File: src/rtl/residual_out_buf.sv
// residual_out_buf: per-MB store for inverse-transformed 4x4 inter residual blocks.
// The residual controller writes blocks by index. The consumer pops them through a
// valid/ready handshake, and out_ram_rd tells the controller to advance its read counter.
//
// Ports:
//   clk, rst_n          clock, asynchronous active-low reset
//   ena                 global enable; all state holds while low
//   start_of_MB         one-cycle pulse that clears the fill tracking for a new MB
//   wr/wr_addr/wr_data  block store from the transform stage
//   rd_addr, rd_ready   controller's read index, consumer ready
//   out_ram_rd          combinational pop strobe (advances controller read counter)
//   rd_data, rd_valid   registered block output, one-cycle valid pulse per pop
//   blk_cnt             filled-and-unread entry count
//   ovf_err             sticky overwrite / out-of-range write flag
module residual_out_buf #(
    parameter int unsigned DATA_W  = 9,
    parameter int unsigned NUM_BLK = 24,
    parameter int unsigned ADDR_W  = 5
) (
    input  logic                   clk,
    input  logic                   rst_n,
    input  logic                   ena,
    input  logic                   start_of_MB,
    input  logic                   wr,
    input  logic [ADDR_W-1:0]      wr_addr,
    input  logic [16*DATA_W-1:0]   wr_data,
    input  logic [ADDR_W-1:0]      rd_addr,
    input  logic                   rd_ready,
    output logic                   out_ram_rd,
    output logic [16*DATA_W-1:0]   rd_data,
    output logic                   rd_valid,
    output logic [ADDR_W:0]        blk_cnt,
    output logic                   ovf_err
);

    localparam int unsigned BLK_W = 16 * DATA_W;
    localparam int unsigned CNT_W = ADDR_W + 1;

    logic [BLK_W-1:0]   mem [NUM_BLK];
    logic [NUM_BLK-1:0] filled_q, filled_base, filled_d;
    logic [CNT_W-1:0]   cnt_base, cnt_d;
    logic               rd_valid_q;
    logic               rd_in_range, wr_in_range;
    logic               pop, wr_ok, same_entry, wr_hit, wr_new, ovf_set;

    // Pop/write decisions use the registered bitmap only; a write is never forwarded to a read.
    always_comb begin
        rd_in_range = 32'(rd_addr) < NUM_BLK;
        wr_in_range = 32'(wr_addr) < NUM_BLK;
        filled_base = start_of_MB ? '0 : filled_q;
        cnt_base    = start_of_MB ? '0 : blk_cnt;

        pop        = ena && rd_ready && !start_of_MB && rd_in_range && filled_q[rd_addr];
        wr_ok      = ena && wr && wr_in_range;
        same_entry = pop && (rd_addr == wr_addr);
        wr_hit     = wr_in_range && filled_base[wr_addr];
        // A write refilling the entry popped this cycle counts as a fresh fill, not an overwrite.
        wr_new     = wr_ok && (!wr_hit || same_entry);
        ovf_set    = ena && wr && (!wr_in_range || (wr_hit && !same_entry));

        filled_d = filled_base;
        if (pop)   filled_d[rd_addr] = 1'b0;
        if (wr_ok) filled_d[wr_addr] = 1'b1;

        cnt_d = cnt_base;
        if (wr_new && !pop && cnt_base < CNT_W'(NUM_BLK)) begin
            cnt_d = cnt_base + CNT_W'(1);
        end else if (pop && !wr_new && cnt_base != '0) begin
            cnt_d = cnt_base - CNT_W'(1);
        end
    end

    assign out_ram_rd = pop;
    // A pending valid pulse is held through ena=0 and delivered once ena returns.
    assign rd_valid   = rd_valid_q && ena;

    // Block storage: not reset.
    always_ff @(posedge clk) begin
        if (wr_ok) mem[wr_addr] <= wr_data;
    end

    // Fill tracking, output register, error flag.
    always_ff @(posedge clk or negedge rst_n) begin
        if (!rst_n) begin
            filled_q   <= '0;
            blk_cnt    <= '0;
            rd_data    <= '0;
            rd_valid_q <= 1'b0;
            ovf_err    <= 1'b0;
        end else if (ena) begin
            filled_q   <= filled_d;
            blk_cnt    <= cnt_d;
            rd_valid_q <= pop;
            if (pop)     rd_data <= mem[rd_addr];
            if (ovf_set) ovf_err <= 1'b1;
        end
    end

endmodule

File: config.mk
export PLATFORM = sky130hd
export DESIGN_NAME = residual_out_buf
export DESIGN_NICKNAME = d
export VERILOG_FILES = /design/src/rtl/residual_out_buf.sv
export SDC_FILE = /design/constraint.sdc
export NUM_CORES = 2
export LEC_CHECK = 0
export BUFFER_PORTS_ARGS = -buffer_cell sky130_fd_sc_hd__buf_2
export CAP_MARGIN = 30
export CORE_ASPECT_RATIO = 1.1
export CORE_MARGIN = 5
export CORE_UTILIZATION = 38
export DETAILED_ROUTE_END_ITERATION = 8
export SKIP_LAST_GASP = 1
export SYNTH_ARGS = -nofsm -noshare
export SYNTH_HDL_FRONTEND = slang
export SYNTH_SLANG_ARGS = --single-unit
export TNS_END_PERCENT = 1
File: constraint.sdc
create_clock -name clk -period 2.93 [get_ports clk]
set_input_delay 0.586 -clock clk [delete_from_list [all_inputs] [get_ports clk]]
set_output_delay 0.586 -clock clk [all_outputs]
set_load 0.005 [all_outputs]
==> results.ini <==
[global_routing]
gr-usage-all-layers_pct = 18.6
grt_max_degree = 91
grt_pass1_vias = 69400
grt_pass1_wl_um = 508000
antenna_found_initial = 64
grt_overflow_total = 0

[clock_network]
htreeDepth = 5
ctsRootBufferMaster = clkbuf_16
cts_buffers = 361
cts_sinks = 3632
cts.path.max_buffers = 4
clkLatencyLatePin_ns = 0.94
cts_tree = done
path_clk_slew_ns = 0.06

[detailed_routing]
vias_per_cell = 5.50
wl_per_cell_um = 29.2
route.detailed.drc = 0
drt-initial-drc-count = 6493
antenna_left = 0
first_pass_iters = 6
drt-total-wl_um = 350000
vias = 65900

[setup_path]
path_max_fanout = 2
cp_data_arrival_time_ns = 2.54
required_ns = 2.34
end_kind = primary output
start_kind = flip-flop
path_class = flip-flop to primary output

[run_status]
status = finished with violations
failed_checks = setup timing

[placed_design]
dp.cells = 11300
placed_area_um2 = 150000
port_buffers = 312
dp_hpwl_um = 206000
dp_slack_ns = -0.0173
gp_congestion = 0.769

[floorplanning]
row_count = 231
core_area_um2 = 360000
initial_utilization_pct = 38.1
ios = 313
die_h_um = 640
dieArea_um2 = 373000
die_w_um = 582

[final_layout]
fin_area_um2 = 162000
drive_above_1_share_pct = 32.7
layout_common_cells = edfxtp_1 (3,456), mux4_2 (872), clkbuf_16 (364)
fin_cells = 12000
final_util_pct = 45.0
final_common_cell = edfxtp_1
seq_area_um2 = 108000
nNetsFinal = 7039
fillers = 30000
synthToLayoutAreaGrowth_pct = 18.0
multi_input_area_um2 = 27600

[synth]
syn_nets = 6261
async_flop_share_pct = 4.85
syn_area_um2 = 137000
postSynthAreaPerCell_um2 = 22.5
synth-edff-count = 3456
yosysSeqAreaShare_pct = 79.0
ys_ff_latch = 3632
synthCells = 6098
synth_warnings = 0
synth_flop_cell = edfxtp_1
synth.distinct_cells = 53

[sta]
finalMaxSlewViolations = 0
post-route-min-period_ns = 3.12
skew_ns = 0.0689
rsz0062_at_grt = yes
slew_headroom_pct = 31.5
setup_ws_ns = -0.191
period_share_pct = 107
fmax_mhz = 320
setup_viol = 1
finalHoldViolCount = 0
worst_pin_slew_ns = 1.03

[hold_path]
hp-class = input port to flip-flop

[power_and_ir_drop]
power_w = 0.109
switching_share_pct = 21.1
p_clk_share_pct = 42.7
p_leak_nw = 52.5
p_seq_share_pct = 52.7
irDropWorstVdd_uv = 430
powerDensity_nw_per_um2 = 674
p_int_w = 0.0860
p_switching_w = 0.0230
p_comb_share_pct = 4.5

[flow_run]
cap_violations = 0

[critical path, stage by stage, from the launching register on]
cell,delay [ns]
dfrtp_1,0.43
mux4_2,0.49
a22oi_2,0.19
and3_4,0.19
or4_4,0.13
clkinv_4,0.05
buf_6,0.11
[cell families (layout without fill, tap and decap cells)]
logic type / count (synthesis) / count (layout) / synth area share [%]
AOI/OAI and AO/OA: 656 / 656 / 3.01
and+or+nand+nor: 424 / 424 / 1.29
buffers and inverters: 354 / 1441 / 1.08
adders and majority gates: 3 / 3 / 0.0274
xor gates and xnor gates: 7 / 7 / 0.0448
muxes: 1022 / 1022 / 15.6
DFF: 3632 / 3632 / 79.0
other: 0 / 22 / 0
[metrics by stage]
stage,TNS [ns],hold slack (ns)
floorplan,-3690.11,0.290
global placement,-0.178,0.459
detailed placement,-0.0173,0.465
CTS,-0.266,0.00532
global route,-0.249,0.0519
finish,-0.191,0.0780
[power groups by stage]
| stage | combinational, W | sequential (W) | clock, W |
|---|---|---|---|
| finish | 0.00495 | 0.0574 | 0.0466 |
| global route | 0.00536 | 0.0574 | 0.0497 |
| CTS | 0.00506 | 0.0574 | 0.0475 |
| detailed placement | 0.00504 | 0.0585 | 0 |
| global placement | 0.00495 | 0.0585 | 0 |
| floorplan | 0.00262 | 0.0585 | 0 |
[state kept, by name, summed over array words and instances, names as in the netlist]
signal      flops
blk_cnt         6
filled_q       24
mem          3456
ovf_err         1
rd_data       144
rd_valid_q      1
[path summary, 6_finish.rpt]
path / slack [ns] / endpoint / cells past startpoint / from
worst max-delay path: -0.19 / out_ram_rd / 6 / filled_q[8]$_DFFE_PN0P_
worst max register to register: 0.24 / blk_cnt[3]$_DFFE_PN0P_ / 9 / filled_q[15]$_DFFE_PN0P_
worst min register to register: 0.47 / rd_data[139]$_DFFE_PN0P_ / 2 / rd_data[139]$_DFFE_PN0P_
min in group asynchronous: 0.17 / rd_data[36]$_DFFE_PN0P_ / 2 / rst_n
worst min-delay path: 0.08 / mem[21][70]$_DFFE_PP_ / 1 / wr_data[70]
max in group asynchronous: 1.80 / ovf_err$_DFFE_PN0P_ / 4 / rst_n
[cells in the mapped netlist, drive strengths merged, types with 4 or more instances]
master     n  share of area [%]
edfxtp  3456                 76
mux4     872                 14
nand2    331               0.91
a22oi    292                1.6
clkbuf   205               0.56
dfrtp    176                3.2
o21ai    173               0.63
a21oi    150               0.55
mux2     144                1.2
buf      142               0.50
nor2      32              0.088
a21o      24               0.13
nand3     13              0.047
nand2b     7              0.032
and3       6              0.027
inv        6              0.016
mux2i      6              0.044
nor2b      6              0.027
nor3       5              0.022
nor3b      4              0.033
or3        4              0.018
xnor2      4              0.026
[final cells by class]
class	instances	share of cell area, %
Tap cell	4776	3.70
Inverter	7	0.0193
Multi-Input combinational cell	2112	17.0
Clock inverter	236	1.52
Sequential cell	3632	66.9
Antenna cell	22	0.0340
Clock buffer	436	5.84
Timing Repair Buffer	762	4.93
[repair_timing]
item	in CTS	in global routing
pin swaps	4	2
resized for setup	5	1
hold buffers	4	0
endpoints found under the setup margin	1	1
setup buffers	9	1
hold endpoints to repair	56	0
[per-layer routing]
| layer | share of wire (%) | GRT usage (%) |
|---|---|---|
| met1 | 40 | 24.6 |
| met5 | 0.044 | 0 |
| met2 | 51 | 32.1 |
| met3 | 6.2 | 2.88 |
| met4 | 2.7 | 4.83 |
No activity file was read; power rests on OpenSTA's default activity.
